$ cat src/rtl/pc_sequencer_pkg.sv
// Shared types and branch target table for the program-counter sequencer.
// Table values are 16-bit two's complement so relative offsets can be negative.
package pc_sequencer_pkg;

   typedef enum logic [1:0] {
      IDLE = 2'd0,
      RUN  = 2'd1,
      DONE = 2'd2
   } pc_state_t;

   localparam int LUT_W = 16;

   // Branch target table, kept in step with the assembler's symbol export.
   localparam logic [LUT_W-1:0] LUT_ENTRY_0 = 16'd10;
   localparam logic [LUT_W-1:0] LUT_ENTRY_1 = 16'd100;
   localparam logic [LUT_W-1:0] LUT_ENTRY_2 = 16'hFFFE;
   localparam logic [LUT_W-1:0] LUT_ENTRY_3 = 16'd40;
   localparam logic [LUT_W-1:0] LUT_ENTRY_4 = 16'hFFFC;
   localparam logic [LUT_W-1:0] LUT_ENTRY_5 = 16'd500;
   localparam logic [LUT_W-1:0] LUT_ENTRY_6 = 16'd1020;
   localparam logic [LUT_W-1:0] LUT_ENTRY_7 = 16'd5;

endpackage

$ cat src/rtl/pc_sequencer_branch_lut.sv
// Combinational branch target lookup: instruction index -> PC-width target.
module branch_lut
   import pc_sequencer_pkg::*;
#(
   parameter int PC_W      = 10,
   parameter int LUT_IDX_W = 5
) (
   input  logic [LUT_IDX_W-1:0] index,
   output logic [PC_W-1:0]      target
);

   logic [LUT_W-1:0] raw;

   always_comb begin
      raw = '0;
      case (index)
         LUT_IDX_W'(0): raw = LUT_ENTRY_0;
         LUT_IDX_W'(1): raw = LUT_ENTRY_1;
         LUT_IDX_W'(2): raw = LUT_ENTRY_2;
         LUT_IDX_W'(3): raw = LUT_ENTRY_3;
         LUT_IDX_W'(4): raw = LUT_ENTRY_4;
         LUT_IDX_W'(5): raw = LUT_ENTRY_5;
         LUT_IDX_W'(6): raw = LUT_ENTRY_6;
         LUT_IDX_W'(7): raw = LUT_ENTRY_7;
         default:       raw = '0;
      endcase
   end

   // Sign-extend so negative offsets stay negative if PC_W ever exceeds the table width.
   assign target = PC_W'($signed(raw));

endmodule

$ cat src/rtl/pc_sequencer.sv
// Program-counter sequencer: fetch address generation, branch/halt handling,
// Start/Done program handshake and a saturating RUN cycle counter.
//
//   state | meaning
//   IDLE  | out of reset, waiting for Start
//   RUN   | fetching; PC advances unless stalled
//   DONE  | halted at halt instruction, Done high, waiting for Start
module pc_sequencer
   import pc_sequencer_pkg::*;
#(
   parameter int PC_W       = 10,
   parameter int LUT_IDX_W  = 5,
   parameter int START_ADDR = 0,
   parameter int CNT_W      = 16
) (
   input  logic                 Clk,
   input  logic                 Reset,
   input  logic                 Start,
   input  logic                 Stall,
   input  logic                 Halt,
   input  logic                 BranchEn,
   input  logic                 BranchRel,
   input  logic [LUT_IDX_W-1:0] TargetSel,
   input  logic                 Cond,
   output logic [PC_W-1:0]      ProgCtr,
   output logic                 Busy,
   output logic                 Done,
   output logic [CNT_W-1:0]     CycleCount
);

   localparam logic [PC_W-1:0] START_PC = PC_W'(START_ADDR);

   pc_state_t       state;
   logic [PC_W-1:0] lut_target;
   logic [PC_W-1:0] pc_next;
   logic            branch_taken;

   branch_lut #(
      .PC_W      (PC_W),
      .LUT_IDX_W (LUT_IDX_W)
   ) u_branch_lut (
      .index  (TargetSel),
      .target (lut_target)
   );

   // BranchEn gates Cond so an undriven compare result cannot reach the PC.
   assign branch_taken = BranchEn & Cond;

   always_comb begin
      pc_next = ProgCtr + 1'b1;
      if (branch_taken) begin
         pc_next = BranchRel ? (ProgCtr + lut_target) : lut_target;
      end
   end

   always_ff @(posedge Clk) begin
      if (Reset) begin
         state      <= IDLE;
         ProgCtr    <= START_PC;
         Busy       <= 1'b0;
         Done       <= 1'b0;
         CycleCount <= '0;
      end else begin
         case (state)
            IDLE, DONE: begin
               if (Start) begin
                  state      <= RUN;
                  ProgCtr    <= START_PC;
                  Busy       <= 1'b1;
                  Done       <= 1'b0;
                  CycleCount <= '0;
               end
            end
            RUN: begin
               if (!Stall) begin
                  if (CycleCount != '1) begin
                     CycleCount <= CycleCount + 1'b1;
                  end
                  if (Halt) begin
                     state <= DONE;
                     Busy  <= 1'b0;
                     Done  <= 1'b1;
                  end else begin
                     ProgCtr <= pc_next;
                  end
               end
            end
            default: begin
               state   <= IDLE;
               ProgCtr <= START_PC;
               Busy    <= 1'b0;
               Done    <= 1'b0;
            end
         endcase
      end
   end

endmodule
$ cat config.mk
export PLATFORM = sky130hd
export DESIGN_NAME = pc_sequencer
export DESIGN_NICKNAME = d
export VERILOG_FILES = /design/src/rtl/pc_sequencer_pkg.sv /design/src/rtl/pc_sequencer_branch_lut.sv /design/src/rtl/pc_sequencer.sv
export SDC_FILE = /design/constraint.sdc
export NUM_CORES = 1
export LEC_CHECK = 0
export CORE_UTILIZATION = 50
export DETAILED_ROUTE_END_ITERATION = 10
export MAX_ROUTING_LAYER = met4
export PLACE_DENSITY = 0.77
export SLEW_MARGIN = 40
export SYNTH_ARGS = -nofsm -noshare
export SYNTH_HDL_FRONTEND = slang
export SYNTH_SLANG_ARGS = --single-unit
$ cat constraint.sdc
create_clock -name Clk -period 6 [get_ports Clk]
set_clock_uncertainty 0.15 [all_clocks]
set_input_delay 1.2 -clock Clk [delete_from_list [all_inputs] [get_ports Clk]]
set_output_delay 1.2 -clock Clk [all_outputs]
set_load 0.02 [all_outputs]
* After elaboration in Yosys (flattened, before gate mapping)
Memory sizes are Yosys's and may differ from the RTL's.
Cells that the tools add are included.
** Word-level totals
- Bits in registers :: 30
- ROM bits :: 128
- Input port bits :: 13
- Logic and storage cells :: 48
- Memories :: 1
** Operators by class
- Add/sub/neg operators :: 3
- Equality and inequality tests :: 8
- Mux-type cells :: 23
- Bitwise logic cells :: 1
- Reduce and logical (&&, ||, !) cells :: 7
** Memory list
- (name not given) :: depth 8, width 16, rd ports 1, clocked after memory_dff 0, write ports 0, RTL line pc_sequencer_branch_lut.sv:16 : case (index)
** Operators by type and width (count)
- 2-to-1 mux 10 bit :: 6
- 2-to-1 mux 16 bit :: 3
- case mux 16 bit (2 select lines) :: 1
- case mux 10 bit (2 select lines) :: 1
- adder 16 x 1 -> 16 bit, second input constant :: 1
- != test 16 bit, second input constant :: 1
- adder 10 x 1 -> 10 bit, second input constant :: 1
- adder 10 bit :: 1
- != test 2 bit, second input constant :: 5
- 2-to-1 mux 1 bit :: 6
- 2-to-1 mux 2 bit :: 3
- AND reduction 3 bit :: 2
- logical NOT 2 bit :: 2
- case mux 1 bit (2 select lines) :: 2
- case mux 2 bit (2 select lines) :: 1
- AND reduction 4 bit :: 1
- == test 2 x 1 -> 1 bit, second input constant :: 1
- == test 2 bit, second input constant :: 1
- nonzero test 2 bit :: 1
- OR reduction 2 bit :: 1
- AND 1 bit :: 1

* Longest topological paths before layout
- Depth in word-level cells :: 8
- Gate-level depth with buffers :: 12
- Depth with buffers taken out :: 12

* Modules after synthesis
A second synthesis with hierarchy kept.
** Unflattened totals
- Cell total of the unflattened synthesis :: 276
- Area, all modules :: 2195.9 sq um
** By module, submodules not included
- pc_sequencer :: times used 1, cells an instance 248, area each 1988.2 sq um
- branch_lut :: times used 1, cells an instance 28, area each 207.7 sq um

* Least setup slack after synthesis
No wires, ideal clock.
- Path kind :: input to register
- Start point :: in TargetSel[4]
- End point :: reg ProgCtr[6]
- Library setup time :: 79 ps
- Arrival :: 3522 ps
- Required time :: 5771 ps
- Setup slack :: 2248 ps
- Stages :: 11
- Path buffers :: 1
- Path through :: or2_2 > clkbuf_1 > nor3_1 > fa_1 > a21o_1 > a41oi_1 > o31ai_2 > xor2_1 > a21oi_1 > or3_1 > o211ai_1
** On the way
- Cells in the longest elaborated chain, start to end :: 8
** Ends and longest elaborated chain
- from (decl) :: RTL line pc_sequencer.sv:23 : input logic [LUT_IDX_W-1:0] TargetSel,
- logical NOT 2 bit * :: RTL line pc_sequencer_branch_lut.sv:16
- 2-to-1 mux 10 bit * :: RTL line pc_sequencer_branch_lut.sv:16
- adder 10 bit :: RTL line pc_sequencer.sv:52 : pc_next = BranchRel ? (ProgCtr + lut_target) : lut_target;
- 2-to-1 mux 10 bit * :: RTL line pc_sequencer.sv:52
- 2-to-1 mux 10 bit * :: RTL line pc_sequencer.sv:51 : if (branch_taken) begin
- 2-to-1 mux 10 bit * :: RTL line pc_sequencer.sv:79 : if (Halt) begin
- 2-to-1 mux 10 bit * :: RTL line pc_sequencer.sv:75 : if (!Stall) begin
- case mux 10 bit (2 select lines) * :: RTL line pc_sequencer.sv:64 : case (state)
- to (signal assigned) :: RTL line pc_sequencer.sv:84 : ProgCtr <= pc_next;
- to (decl) :: RTL line pc_sequencer.sv:25 : output logic [PC_W-1:0] ProgCtr,
Mark *: on every way between the ends. The rest lies on a longest branch, timed or not. The select of a mux whose other input is x is not followed.
A chain may end at the register's enable or synchronous reset.

* Worst setup path in the final report
- Start point :: in TargetSel[1]
- End point :: reg ProgCtr[8]
** On the way
- Cells in the longest elaborated chain, start to end :: 8
** Ends and longest elaborated chain (RTL line)
- memory (8 x 16 bit) *
- 2-to-1 mux 10 bit * :: pc_sequencer_branch_lut.sv:16
- adder 10 bit :: pc_sequencer.sv:52
- 2-to-1 mux 10 bit * :: pc_sequencer.sv:52
- 2-to-1 mux 10 bit * :: pc_sequencer.sv:51
- 2-to-1 mux 10 bit * :: pc_sequencer.sv:79
- 2-to-1 mux 10 bit * :: pc_sequencer.sv:75
- case mux 10 bit (2 select lines) * :: pc_sequencer.sv:64
Marked as above.

==> flow_metrics.env <==
export IMPL_status="finished clean"
export IMPL_synth_area_um2=2130
export IMPL_synth_top_area_share_pct=27.2
export IMPL_grt_overflow=0
export IMPL_cts_resized=0
export IMPL_die_w_um=67.3
export IMPL_cts_sinks=29
export IMPL_clockBufferDepth=2
export IMPL_synthTopCellsByCount="42 x nor2_1, 29 x dfxtp_1, 25 x a21oi_1"
export IMPL_antenna_found_initial=0
export IMPL_grt_max_degree=16
export IMPL_hold_end="Busy"
export IMPL_rrSetupSlack_ns=3.27
export IMPL_synth_seq_cells=29
export IMPL_whs_path_depth=2
export IMPL_grt_usage_pct=24.8
export IMPL_min_from="Busy"
export IMPL_syn_nets=311
export IMPL_syn_inst=282
export IMPL_pre_cts_ws_ns=1.54
export IMPL_ys_warn_count=0
export IMPL_synth_async_reset_ratio_pct=0
export IMPL_port_buffers=40
export IMPL_worst_pin_slew_ns=0.726
export IMPL_synth_cell_types=45
export IMPL_drc=0
export IMPL_clkLatencyLatePin_ns=0.29
export IMPL_required_ns=6.06
export IMPL_setup_viol=0
export IMPL_path_clk_slew_ns=0.07
export IMPL_endpoint_kind="flop"
export IMPL_r2r_end="ProgCtr[8]"
export IMPL_ctsHoldBuffers=0
export IMPL_cts_tree="built"
export IMPL_synth_ff_type="dfxtp_1"
export IMPL_drt_iter0_drc=154
export IMPL_htree_levels=2
export IMPL_startpoint_type="input port"
export IMPL_worstSetupPathType="in -> reg"
export IMPL_fin_crit_ns=4.16
export IMPL_grt_pass1_wl_um=8260
export IMPL_fin_tns_setup_ns=0
export IMPL_synthMostInstantiatedCell="nor2_1"
export IMPL_synth_top_area_cell="dfxtp_1"
export IMPL_final_nets=349
export IMPL_rsz0062_at_grt="false"
export IMPL_cellPowerDensity_nw_per_um2=158
export IMPL_gp_congestion=0.882
export IMPL_io_pins=41
export IMPL_die_y_um=67.3
export IMPL_fmax_mhz=240
export IMPL_wl_per_cell_um=13.5
export IMPL_initial_core_util_pct=52.6
export IMPL_clockRootBuffer="clkbuf_8"
export IMPL_syn2layout_area_growth_pct=23.8
export IMPL_cts_buffers=5
export IMPL_num_rows=23
export IMPL_dr_pass1_iters=4
export IMPL_drive_gt1_share_pct=3.74
export IMPL_vias=2122
export IMPL_ant_nets=0
export IMPL_ff2ff_path_depth=9
export IMPL_path_max_fanout=6
export IMPL_maxCapViolCount=0
export IMPL_power_leakage_nw=1.02
export IMPL_design_area_um2=2640
export IMPL_ys_seq_area_share_pct=27.2
export IMPL_cp_arrival_ns=4.23
export IMPL_n_antenna_cell=0
export IMPL_via_per_inst=5.72
export IMPL_synth_edff_count=0
export IMPL_core_area_um2=4060
export IMPL_grt_pass1_vias=1849
export IMPL_placed_area_um2=2550
export IMPL_hold_viol=0
export IMPL_power_total_mw=0.418
export IMPL_slew_viol_final=0
export IMPL_cts_setup_buffers=0
export IMPL_hpwl_um=3830
export IMPL_reg2reg_from="ProgCtr[0]"
export IMPL_synth_area_leaders="dfxtp_1 27%, ha_1 8.8%, nor2_1 7.4%"
export IMPL_vdd_drop_max_mv=0.130
export IMPL_setup_slack_ns=1.84
export IMPL_worstHoldPathType="reg -> reg"
export IMPL_die_area_um2=4530
export IMPL_syn_avg_cell_area_um2=7.56
export IMPL_wl_um=5020
export IMPL_post_route_period_util_pct=69.4
export IMPL_maxSlewHeadroom_pct=51.3
[registers in the layout, summed over array words and instances, names as in the netlist]
name,cells
Busy,1
CycleCount,16
Done,1
ProgCtr,10
state,1
[worst max-delay path by stage]
stage / end / from / slack, ns
after floorplan: ProgCtr[6] / TargetSel[4] / 2.25
after global placement: ProgCtr[8] / TargetSel[1] / 1.64
after detailed placement: ProgCtr[8] / TargetSel[1] / 1.54
after CTS: ProgCtr[8] / TargetSel[1] / 1.83
after global routing: ProgCtr[6] / TargetSel[1] / 1.57
final: ProgCtr[8] / TargetSel[1] / 1.84
[critical path, stage by stage]
cell	delay [ns]
clkdlybuf4s50_1	0.50
ha_1	0.22
and3_1	0.19
ha_1	0.22
fa_1	0.41
a21o_1	0.20
a41oi_1	0.37
o31ai_2	0.17
a2111oi_4	0.36
o21a_1	0.14
o21ai_1	0.07
a31oi_1	0.18
[report_power, final]
| group | internal [mW] | switching (mW) |
|---|---|---|
| clock | 0.0802 | 0.0756 |
| combinational | 0.0263 | 0.0379 |
| sequential | 0.195 | 0.00312 |
[through the flow]
| step | hold slack [ns] | std cells | utilization [%] |
|---|---|---|---|
| finish | 0.346 | 371 | 65.1 |
| global route | 0.388 | 371 | 65.1 |
| CTS | 0.356 | 371 | 65.0 |
| detailed placement | 0.345 | 363 | 62.9 |
| global placement | 0.316 | 363 | 62.9 |
| floorplan | 0.314 | 282 | - |
[kinds of logic after synthesis]
| kind of cell | Yosys count | share of synthesized area, % |
|---|---|---|
| and+or+nand+nor | 115 | 26.2 |
| AOI/OAI and AO/OA | 77 | 22.6 |
| DFF | 29 | 27.2 |
| buffers and inverters | 22 | 4.46 |
| xor gates and xnor gates | 17 | 6.98 |
| adders and majority gates | 17 | 10.2 |
| muxes | 5 | 2.35 |
[layer usage]
layer  global-route usage, %  vias up  share of wire, %
met5                       -        -                 0
li1                        -     1088                 -
met1                    32.7      971                50
met4                    7.71        0              0.78
met3                    4.56        6               4.7
met2                    38.0       57                44
[cell usage in the layout, fill, tap and decap left out, drive strengths merged, types with 2 or more instances in the layout]
cell | Yosys | layout
or3 | 7 | 7
a21o | 2 | 2
o21ai | 24 | 24
clkinv | 0 | 2
and3 | 10 | 10
nand3 | 7 | 7
clkdlybuf4s50 | 0 | 40
nor3b | 2 | 2
xnor2 | 4 | 4
a22oi | 2 | 2
a31oi | 4 | 4
nand4 | 5 | 5
nor3 | 5 | 5
clkbuf | 7 | 6
o21bai | 2 | 2
ha | 15 | 15
o31ai | 2 | 2
mux2i | 5 | 5
nor2 | 42 | 42
and4 | 3 | 3
nand2 | 22 | 22
and2 | 4 | 4
a21oi | 25 | 25
inv | 12 | 12
nand2b | 4 | 4
a2111oi | 2 | 2
xor2 | 13 | 13
o21a | 4 | 4
o211ai | 2 | 2
a211oi | 4 | 4
dfxtp | 29 | 29
[final cells by class]
cell class,count,area [um^2]
Clock buffer,6,72.6
Tap cell,50,62.6
Timing Repair Buffer,41,408
Fill cell,377,1420
Sequential cell,29,581
Multi-Input combinational cell,231,1460
Inverter,12,45.0
Clock inverter,2,10.0
Note: power is estimated with default switching activity, not from simulation.
